File: config.mk
export PLATFORM = sky130hd
export DESIGN_NAME = crc16_stream_ctrl
export DESIGN_NICKNAME = d
export VERILOG_FILES = /design/src/rtl/crc16_stream_pkg.sv /design/src/rtl/crc16_1021.sv /design/src/rtl/crc16_stream_ctrl.sv
export SDC_FILE = /design/constraint.sdc
export NUM_CORES = 1
export LEC_CHECK = 0
export ABC_AREA = 1
export BUFFER_PORTS_ARGS = -buffer_cell sky130_fd_sc_hd__buf_2
export CAP_MARGIN = 30
export CORE_ASPECT_RATIO = 1.4
export CORE_UTILIZATION = 54
export DETAILED_ROUTE_END_ITERATION = 8
export PLACE_DENSITY = 0.78
export RECOVER_POWER = 100
export SETUP_SLACK_MARGIN = 0.15
export SYNTH_ARGS = -nofsm -noshare
export SYNTH_HDL_FRONTEND = slang
export SYNTH_SLANG_ARGS = --single-unit
File: constraint.sdc
create_clock -name clk_i -period 1.65 [get_ports clk_i]
set_input_delay 0.2475 -clock clk_i [delete_from_list [all_inputs] [get_ports clk_i]]
set_output_delay 0.2475 -clock clk_i [all_outputs]
set_load 0.02 [all_outputs]
File: src/rtl/crc16_stream_pkg.sv
// Shared types and constants for the CRC-16 (poly 0x1021) byte-stream sequencer.
package crc16_stream_pkg;

  typedef enum logic [1:0] {
    ST_IDLE = 2'd0,
    ST_HI   = 2'd1,
    ST_LO   = 2'd2,
    ST_DONE = 2'd3
  } state_e;

  localparam logic [15:0] CRC16_POLY     = 16'h1021;
  localparam logic [15:0] CRC16_INIT_VAL = 16'hFFFF;
  localparam logic [15:0] CRC16_XOR_OUT  = 16'h0000;

endpackage : crc16_stream_pkg

File: src/rtl/crc16_1021.sv
// Combinational CRC-16 (poly 0x1021) step over one nibble; data_i[3] is the first serial bit.
module crc16_1021
  import crc16_stream_pkg::*;
(
  input  logic [3:0]  data_i,
  input  logic [15:0] crc_i,
  output logic [15:0] crc_o
);

  logic [15:0] crc_v;
  logic        fb;

  always_comb begin
    crc_v = crc_i;
    fb    = 1'b0;
    for (int i = 3; i >= 0; i--) begin
      fb    = crc_v[15] ^ data_i[i];
      crc_v = {crc_v[14:0], 1'b0} ^ (fb ? CRC16_POLY : 16'h0000);
    end
    crc_o = crc_v;
  end

endmodule : crc16_1021

File: src/rtl/crc16_stream_ctrl.sv
// Byte-stream sequencer feeding the nibble CRC datapath, high nibble first, one result per frame.
// Optional byte counter output len_o is enabled by defining CRC16_STREAM_CTRL_LEN_EN.
module crc16_stream_ctrl
  import crc16_stream_pkg::*;
#(
  parameter logic [15:0] INIT_VAL = CRC16_INIT_VAL,
  parameter logic [15:0] XOR_OUT  = CRC16_XOR_OUT
) (
  input  logic        clk_i,
  input  logic        rst_n_i,
  input  logic        clr_i,
  input  logic        dat_valid_i,
  output logic        dat_ready_o,
  input  logic [7:0]  dat_i,
  input  logic        dat_last_i,
  output logic        res_valid_o,
  input  logic        res_ready_i,
  output logic [15:0] res_o,
  output logic        busy_o
`ifdef CRC16_STREAM_CTRL_LEN_EN
  ,
  output logic [15:0] len_o
`endif
);

  state_e      state_q, state_d;
  logic [15:0] crc_q, crc_d, crc_nxt;
  logic [7:0]  byte_q, byte_d;
  logic        last_q, last_d;
  logic [3:0]  nibble;
  logic        dat_acc;

  assign nibble = (state_q == ST_HI) ? byte_q[7:4] : byte_q[3:0];

  crc16_1021 u_crc (
    .data_i (nibble),
    .crc_i  (crc_q),
    .crc_o  (crc_nxt)
  );

  // NOTE: every output of this block gets a default first so no path infers a latch.
  always_comb begin
    state_d     = state_q;
    crc_d       = crc_q;
    byte_d      = byte_q;
    last_d      = last_q;
    dat_ready_o = 1'b0;
    res_valid_o = 1'b0;
    dat_acc     = 1'b0;

    if (clr_i) begin
      state_d = ST_IDLE;
      crc_d   = INIT_VAL;
    end else begin
      unique case (state_q)
        ST_IDLE: begin
          dat_ready_o = 1'b1;
          if (dat_valid_i) begin
            dat_acc = 1'b1;
            state_d = ST_HI;
          end
        end
        ST_HI: begin
          crc_d   = crc_nxt;
          state_d = ST_LO;
        end
        ST_LO: begin
          crc_d       = crc_nxt;
          dat_ready_o = !last_q;
          if (last_q) begin
            state_d = ST_DONE;
          end else if (dat_valid_i) begin
            dat_acc = 1'b1;
            state_d = ST_HI;
          end else begin
            state_d = ST_IDLE;
          end
        end
        ST_DONE: begin
          res_valid_o = 1'b1;
          if (res_ready_i) begin
            crc_d   = INIT_VAL;
            state_d = ST_IDLE;
          end
        end
        default: state_d = ST_IDLE;
      endcase
    end

    if (dat_acc) begin
      byte_d = dat_i;
      last_d = dat_last_i;
    end
  end

  // NOTE: state registers use non-blocking assignments so all flops update from pre-edge values.
  always_ff @(posedge clk_i or negedge rst_n_i) begin
    if (!rst_n_i) begin
      state_q <= ST_IDLE;
      crc_q   <= INIT_VAL;
      byte_q  <= 8'h00;
      last_q  <= 1'b0;
    end else begin
      state_q <= state_d;
      crc_q   <= crc_d;
      byte_q  <= byte_d;
      last_q  <= last_d;
    end
  end

  assign res_o  = crc_q ^ XOR_OUT;
  assign busy_o = (state_q != ST_IDLE);

`ifdef CRC16_STREAM_CTRL_LEN_EN
  logic [15:0] len_q, len_d;

  always_comb begin
    len_d = len_q;
    if (clr_i || (res_valid_o && res_ready_i)) begin
      len_d = 16'h0000;
    end else if (dat_acc && (len_q != 16'hFFFF)) begin
      len_d = len_q + 16'd1;
    end
  end

  always_ff @(posedge clk_i or negedge rst_n_i) begin
    if (!rst_n_i) begin
      len_q <= 16'h0000;
    end else begin
      len_q <= len_d;
    end
  end

  assign len_o = len_q;
`endif

endmodule : crc16_stream_ctrl
==> Yosys cells after proc, flatten, opt, wreduce, memory -nomap -nowiden <==
Index checks and enable logic that the tools add are counted.
W data, S select, Z words.
{ "totals": {"reg_bits": 27, "latch_bits": 0, "ramBits": 0, "romBits": 0, "inputBits": 14, "out_inout_bits": 19, "wordCells": 46, "n_memories": 0} }
{ "classes": {"addsub": 0, "n_mul": 0, "div": 0, "order_cmp": 0, "eq_ne": 5, "n_shift": 0, "mux": 22, "bitwise_logic": 8, "n_reduce_logical": 7} }
{ "ops": {"columns": ["cell", "count"], "rows": [
  ["$xor A16 B16 Y16", 4],
  ["$mux W13", 4],
  ["$mux W16", 2],
  ["$pmux W16 S2", 1],
  ["$mux W2", 4],
  ["$pmux W2 S4", 1],
  ["$mux W1", 7],
  ["$ne A3 B3 Y1 const B", 2],
  ["$eq A2 B2 Y1 const B", 2],
  ["$mux W4", 1],
  ["$pmux W1 S2", 2],
  ["$reduce_and A2 Y1", 2],
  ["$xor A1 B1 Y1", 4],
  ["$reduce_bool A3 Y1", 1],
  ["$eq A2 B1 Y1 const B", 1],
  ["$logic_not A2 Y1", 1],
  ["$reduce_bool A2 Y1", 1],
  ["$reduce_or A2 Y1", 1],
  ["$logic_not A1 Y1", 1]
]} }

==> Longest topological paths before layout <==
Gate-level depths: netlist of run 1.
{ "depth": {"depth_word": 16, "ltp_mapped": 10} }

==> By module <==
From an unflattened synthesis of run 1, not the netlist that was laid out.
{ "unflattened": {"hier_cells": 217, "area_unflattened_um2": 1716.6} }
{ "by_module_without_submodules": {"columns": ["module", "n_inst", "cells_each", "area_each_um2"], "rows": [
  ["crc16_stream_ctrl", 1, 152, 1433.9],
  ["crc16_1021", 1, 65, 282.8]
]} }

==> Least setup slack after synthesis of run 1 <==
Ideal clock, no wire load.
{ "synth_path": {"path_type": "register to register", "from": "register state_q[0]", "to": "register last_q", "t_arrival_ps": 1343, "path_slack_ps": 190, "path_stages_with_launch": 9, "path_buffers": 1, "period_less_slack_ps": 1460, "cell_sequence": "dfrtp_1 > inv_1 > ha_1 > nand2_2 > nand2_4 > o211ai_4 > buf_12 > nand2_2 > o21ai_2"} }
{ "synth_between": {"elab_chain_cells": 3, "word_cells_on_any_way": 4} }
{ "synth_rtl": {"columns": ["item", "line", "text"], "rows": [
  ["start, declared", "crc16_stream_ctrl.sv:26", "state_e state_q, state_d;"],
  ["start signal, assigned", "crc16_stream_ctrl.sv:104", "state_q <= state_d;"],
  ["$eq A2 B2 Y1 or $logic_not A2 Y1 (tied branches)", "crc16_stream_ctrl.sv:55", "unique case (state_q)"],
  ["$pmux W1 S2 (*)", "crc16_stream_ctrl.sv:55", null],
  ["$mux W1 (*)", "crc16_stream_ctrl.sv:51", "if (clr_i) begin"],
  ["end signal, assigned", "crc16_stream_ctrl.sv:107", "last_q <= last_d;"],
  ["end, declared", "crc16_stream_ctrl.sv:29", "logic last_q, last_d;"]
]} }
Every way passes the cells marked *; elsewhere a longest branch is shown, timed or not.
A chain may end at the register's enable or synchronous reset.

==> Worst setup path after layout of run 1 <==
{ "layout_path": {"from": "register state_q[1]", "to": "output res_valid_o"} }
{ "layout_between": {"elab_chain_cells": 3} }
{ "layout_rtl": {"columns": ["item", "line", "text"], "rows": [
  ["$eq A2 B2 Y1", "crc16_stream_ctrl.sv:55", null],
  ["$mux W1", "crc16_stream_ctrl.sv:55", null],
  ["$mux W1", "crc16_stream_ctrl.sv:51", null],
  ["end, declared", "crc16_stream_ctrl.sv:16", "output logic res_valid_o,"]
]} }
Every way passes these cells.

==> results of run 1 <==
## worst register-to-register path, delay by kind of cell (launching register included)
family	cells	cell delay, ns
buffers and inverters	4	0.42
AND/OR/NAND/NOR	3	0.26
AO/OA/AOI/OAI	1	0.18
flip-flops	1	0.41
adder cells (fa/ha/maj)	1	0.19
## cells by family after synthesis
logic type      count (synthesis)  synth area share
simple gates                  107             0.295
buf+inv                        58             0.149
flops                          27             0.417
compound gates                 19             0.101
fa+ha+maj                       5            0.0375
## cell usage in the layout (no fill, tap or decap), types with 3 or more instances in the layout
cell	netlist	final
clkbuf_1	0	16
o21ai_2	9	4
nand3_1	46	40
buf_4	2	7
dfrtp_1	11	11
dfstp_2	16	16
inv_2	2	4
inv_1	52	50
nand2_1	53	50
o21ai_0	3	8
clkbuf_8	0	3
buf_2	0	13
a22oi_1	4	4
nand2_2	2	5
nand3_2	1	6
ha_4	0	3
## area by class of cell
type | instances | area share
repair buffers | 44 | 0.130
well taps | 37 | 0.0226
flip-flops and latches | 27 | 0.339
clock inverters | 1 | 0.00366
clock buffers | 3 | 0.0201
multi-input cells | 131 | 0.385
inverters | 54 | 0.0988
## how the worst max path moves through the flow
stage	depth (start not counted)	endpoint	from	slack, ns
after floorplan	8	last_q$_DFFE_PN0P_	state_q[0]$_DFFE_PN0P_	0.19
final	5	res_valid_o	state_q[1]$_DFFE_PN0P_	0.1
after CTS	9	res_o[8]$_DFFE_PN1P_	state_q[0]$_DFFE_PN0P_	0.1
after global placement	5	byte_q[6]$_DFFE_PN0P_	state_q[0]$_DFFE_PN0P_	0.12
after detailed placement	5	byte_q[3]$_DFFE_PN0P_	state_q[0]$_DFFE_PN0P_	0.05
after global routing	5	res_valid_o	state_q[1]$_DFFE_PN0P_	0.06
## Yosys cell counts (2+ instances only)
library cell,instances
a22oi_1,4
inv_1,52
ha_1,5
nand2_2,2
dfstp_2,16
nand2_1,53
inv_2,2
dfrtp_1,11
nand3_1,46
o21ai_2,9
o21ai_0,3
nor2_1,2
buf_4,2
nand2_4,2
## routing by layer
layer	up-vias	GRT usage	wire length, um
met5	-	0	0
met4	0	0.0662	27
met3	2	0.0270	122
met2	28	0.410	1870
met1	701	0.235	1450
li1	757	-	-
## state kept, by name, indices dropped and copies added, names as in the netlist
name / count
res_o: 16
byte_q: 8
state_q: 2
last_q: 1
## what timing repair did
item / 4_1_cts / 5_1_grt
endpoints found under the hold margin: 11 / 0
pin swaps: 1 / 3
endpoints found under the setup margin: 14 / 16
buffers inserted: 4 / 2
resized for setup: 6 / 21
hold buffers: 1 / 0
## power by group through the flow
stage	combinational, W	clock (W)	sequential (W)
finish	0.00218	0.000384	0.00126
global route	0.00243	0.000413	0.00129
CTS	0.00208	0.000393	0.00123
detailed placement	0.00195	0	0.00125
global placement	0.00192	0	0.00124
floorplan	0.00132	0	0.00140
## metrics by stage
step | utilization | cell area, um2 | setup WS, ns
finish | 0.706 | 2050 | 0.0993
detailed placement | 0.647 | 1880 | 0.0550
CTS | 0.687 | 2000 | 0.0952
floorplan | - | 1670 | 0.190
global placement | 0.647 | 1880 | 0.117
global route | 0.706 | 2050 | 0.0619
==> flow_metrics.py, run 1 <==
metrics = {
    "power": {
        "power_frac_comb": 0.570,
        "seq_power_share": 0.329,
        "switchingPower_w": 0.00178,
        "p_clk_frac": 0.100,
        "power.density_mw_per_mm2": 1860,
        "switching_share": 0.466,
        "irDropWorstVdd_uv": 1100,
        "p_int_w": 0.00204,
        "power_w": 0.00382,
        "leakage_nw": 1.10,
    },
    "sta": {
        "fin_crit_ns": 1.55,
        "timing.setup.tns_ns": 0,
        "grt_setup_unrepaired": "yes",
        "tightestPinTransition_ns": 0.651,
        "drv_slew": 0,
        "hold_viol": 0,
        "slew_headroom": 0.566,
        "timing.fmax_mhz": 645,
        "hold_ws_ns": 0.196,
        "finClkSkew_ns": 0.00856,
        "finalCritPeriodShare": 0.940,
        "setup_viol_count_final": 0,
    },
    "cells_and_area": {
        "regArea_um2": 696,
        "n_antenna_cell": 0,
        "fin_cells": 297,
        "syn_to_final_growth_pct": 22.9,
        "fillers": 235,
        "finalNetCount": 280,
        "multiInputGateArea_um2": 791,
        "layout-drive-gt1-share": 0.292,
    },
    "clocking": {
        "clock_path_buffers": 2,
        "cts_made_buffers": 3,
        "htree_num_levels": 1,
        "cts_num_sinks": 27,
        "clk_pin_slew_ns": 0.10,
        "clk_latency_ns": 0.27,
        "cts-root-buf": "clkbuf_8",
        "cts_tree": "yes",
    },
    "hold_path": {
        "holdCritStartpoint": "dat_last_i",
        "holdPathStages": 3,
        "hp-class": "primary input to flip-flop",
        "min_to": "last_q$_DFFE_PN0P_",
    },
    "die": {
        "die_area_mm2": 0.00332,
        "start_util": 0.574,
        "ioPinCount": 33,
        "die_w_um": 49.0,
        "fp-row-count": 23,
        "core_mm2": 0.00291,
        "die_h_um": 67.8,
    },
    "setup_path": {
        "r2r_start": "state_q[0]$_DFFE_PN0P_",
        "crit_path_max_fanout": 6,
        "path_cells": "buf_6, ha_2, inv_1, nor2_1, clkbuf_2",
        "slowest_delay_ns": 0.40,
        "worstSetupEndpointType": "output pin",
        "required_ns": 1.40,
        "reg2reg_slack_ns": 0.14,
        "crit_buf_inv": 3,
        "crit_slowest_cell": "dfrtp_1",
        "setup.worst_path.start_class": "flip-flop",
        "path_delay_family": "flip-flops",
        "reg2reg_depth": 9,
        "critPathKind": "flip-flop to output pin",
        "r2r_end": "res_o[15]$_DFFE_PN1P_",
        "crit_arrival_ns": 1.30,
    },
    "job": {
        "max_cap_viol_count": 0,
    },
    "synth": {
        "syn_area_per_cell_um2": 7.73,
        "synth-seq-cells": 27,
        "synth_area_mm2": 0.00167,
        "yosys-top-cells-area": "dfstp_2 (25%), dfrtp_1 (16%), nand3_1 (14%), nand2_1 (12%), inv_1 (12%)",
        "synth_ff_type": "dfstp_2",
        "netlist_instances": 216,
        "ys_types": 21,
        "synth_nets": 235,
        "async_flop_share": 1.00,
        "ys_warn_count": 0,
        "synth_edf_count": 0,
        "synth_top_area_share": 0.252,
        "synth_largest_area_cell": "dfstp_2",
        "ys_seq_area_frac": 0.417,
    },
    "placed_design": {
        "dp.cells": 286,
        "dp_hpwl_um": 2360,
        "gp_congestion": 0.845,
        "io_buffers": 32,
    },
    "detailed_routing": {
        "first_pass_iters": 4,
        "wl_per_cell_um": 11.6,
        "vias": 1488,
        "drt_iter0_drc": 42,
        "vias_per_cell": 5.01,
        "routed_wl_um": 3460,
        "ant_nets": 0,
        "drc": 0,
    },
    "global_routing": {
        "grt_pass1_wl_um": 5330,
        "grt_start_max_net_pins": 28,
        "grt_overflow": 0,
        "antenna_found_initial": 0,
        "grt_pass1_vias": 1284,
        "grt_usage": 0.210,
    },
    "outcome": {
        "status": "finished clean",
    },
}
Note: power is estimated with default switching activity, not from simulation.
==> run 2: changes to the inputs <==
CORE_UTILIZATION = 55   (was 54)
PLACE_DENSITY = 0.8   (was 0.78)
clock period = 1.8 ns   (was 1.65 ns; I/O delays follow)
==> flow_metrics.py, run 2 (synthesis gave the netlist of run 1 again) <==
metrics = {
    "setup_path": {
        "reg2reg_depth": 7,
        "required_ns": 1.53,
        "crit_arrival_ns": 1.37,
        "r2r_start": "state_q[1]$_DFFE_PN0P_",
        "reg2reg_slack_ns": 0.21,
        "setup.worst_path.start_class": "flip-flop",
        "worstSetupEndpointType": "output pin",
        "critPathKind": "flip-flop to output pin",
        "crit_path_max_fanout": 7,
        "r2r_end": "res_o[15]$_DFFE_PN1P_",
    },
    "clocking": {
        "clk_latency_ns": 0.28,
        "clk_pin_slew_ns": 0.09,
        "cts_hold_buf": 0,
        "cts-root-buf": "clkbuf_8",
        "cts_made_buffers": 3,
        "cts_tree": "yes",
        "clock_path_buffers": 2,
        "cts_num_sinks": 27,
        "htree_num_levels": 1,
    },
    "detailed_routing": {
        "drt_iter0_drc": 49,
        "vias_per_cell": 4.91,
        "first_pass_iters": 4,
        "ant_nets": 0,
        "vias": 1418,
        "drc": 0,
        "routed_wl_um": 3310,
        "wl_per_cell_um": 11.4,
    },
    "die": {
        "die_w_um": 48.6,
        "fp-row-count": 23,
        "die_h_um": 67.2,
        "ioPinCount": 33,
        "die_area_mm2": 0.00326,
        "core_mm2": 0.00288,
        "start_util": 0.580,
    },
    "cells_and_area": {
        "fillers": 279,
        "final_cell_mix": "nand2_1 (53), inv_1 (51), nand3_1 (46)",
        "n_antenna_cell": 0,
        "multiInputGateArea_um2": 706,
        "layout-drive-gt1-share": 0.194,
        "final_common_cell": "nand2_1",
        "largest_reg_flops": 16,
        "finalNetCount": 272,
        "syn_to_final_growth_pct": 12.4,
        "regArea_um2": 696,
    },
    "sta": {
        "slew_headroom": 0.0538,
        "finalCritPeriodShare": 0.910,
        "hold_ws_ns": 0.222,
        "timing.fmax_mhz": 611,
        "hold_viol": 0,
        "fin_crit_ns": 1.64,
        "setup_viol_count_final": 0,
        "timing.setup.tns_ns": 0,
        "drv_slew": 0,
        "tightestPinTransition_ns": 1.42,
        "grt_setup_unrepaired": "yes",
        "finClkSkew_ns": 0.00518,
    },
    "global_routing": {
        "grtUsageMet1": 0.243,
        "grt_pass1_wl_um": 5330,
        "grt_busiest_layer": "met2",
        "grt_overflow": 0,
        "grt_usage": 0.217,
        "grt_pass1_vias": 1261,
        "grt_start_max_net_pins": 28,
        "antenna_found_initial": 0,
        "use_met2": 0.394,
        "grt_use_met3": 0.0338,
    },
    "hold_path": {
        "hp-class": "primary input to flip-flop",
        "holdPathStages": 3,
        "min_to": "byte_q[1]$_DFFE_PN0P_",
        "holdCritStartpoint": "dat_i[1]",
    },
    "power": {
        "leakage_nw": 1.02,
        "power_w": 0.00324,
        "power.density_mw_per_mm2": 1720,
        "irDropWorstVdd_uv": 899,
    },
    "outcome": {
        "status": "finished clean",
    },
    "placed_design": {
        "gp_congestion": 0.823,
        "io_buffers": 32,
        "dp_hpwl_um": 2320,
    },
    "job": {
        "max_cap_viol_count": 0,
    },
}
-- run 2: critical path: stages, from the launching register on --
cell and delay (ns):
dfrtp_1 0.46, inv_1 0.12, ha_4 0.19, nand2_2 0.11, nand2_4 0.07, buf_4 0.15
-- run 2: worst max-delay path by stage --
stage | cells past startpoint | to | from | slack (ns)
floorplan | 8 | last_q$_DFFE_PN0P_ | state_q[0]$_DFFE_PN0P_ | 0.34
global placement | 7 | res_o[6]$_DFFE_PN1P_ | state_q[1]$_DFFE_PN0P_ | 0.23
detailed placement | 5 | byte_q[7]$_DFFE_PN0P_ | state_q[1]$_DFFE_PN0P_ | 0.19
CTS | 5 | dat_ready_o | state_q[0]$_DFFE_PN0P_ | 0.15
global route | 9 | res_o[6]$_DFFE_PN1P_ | state_q[1]$_DFFE_PN0P_ | 0.08
finish | 5 | dat_ready_o | state_q[1]$_DFFE_PN0P_ | 0.16
-- run 2: power by group --
part	switching [W]	internal (W)
combinational	0.00112	0.000618
sequential	0.000208	0.000942
clock	0.000194	0.000159
-- run 2: cell type report --
| class | instances | share of cell area |
|---|---|---|
| Sequential cell | 27 | 0.371 |
| Multi-Input combinational cell | 131 | 0.376 |
| Timing Repair Buffer | 36 | 0.0967 |
| Tap cell | 37 | 0.0247 |
| Inverter | 54 | 0.108 |
| Clock buffer | 4 | 0.0240 |
-- run 2: per-stage QoR --
step	setup WS, ns	cell area, um2	utilization	cells
after floorplan	0.340	1670	-	216
after global placement	0.232	1840	0.638	282
after detailed placement	0.189	1840	0.638	282
after CTS	0.153	1900	0.660	286
after global routing	0.0850	1880	0.652	289
final	0.162	1880	0.652	289
-- run 2: layer usage --
metal  wire length [um]  share of wire
met5                  0              0
met4                 82          0.025
met3                106          0.032
met2               1680           0.51
met1               1440           0.43
-- run 2: timing repair --
item	4_1_cts	5_1_grt
setup buffers	0	3
resized for setup	5	2
setup endpoints to repair	1	4
gates cloned	0	0
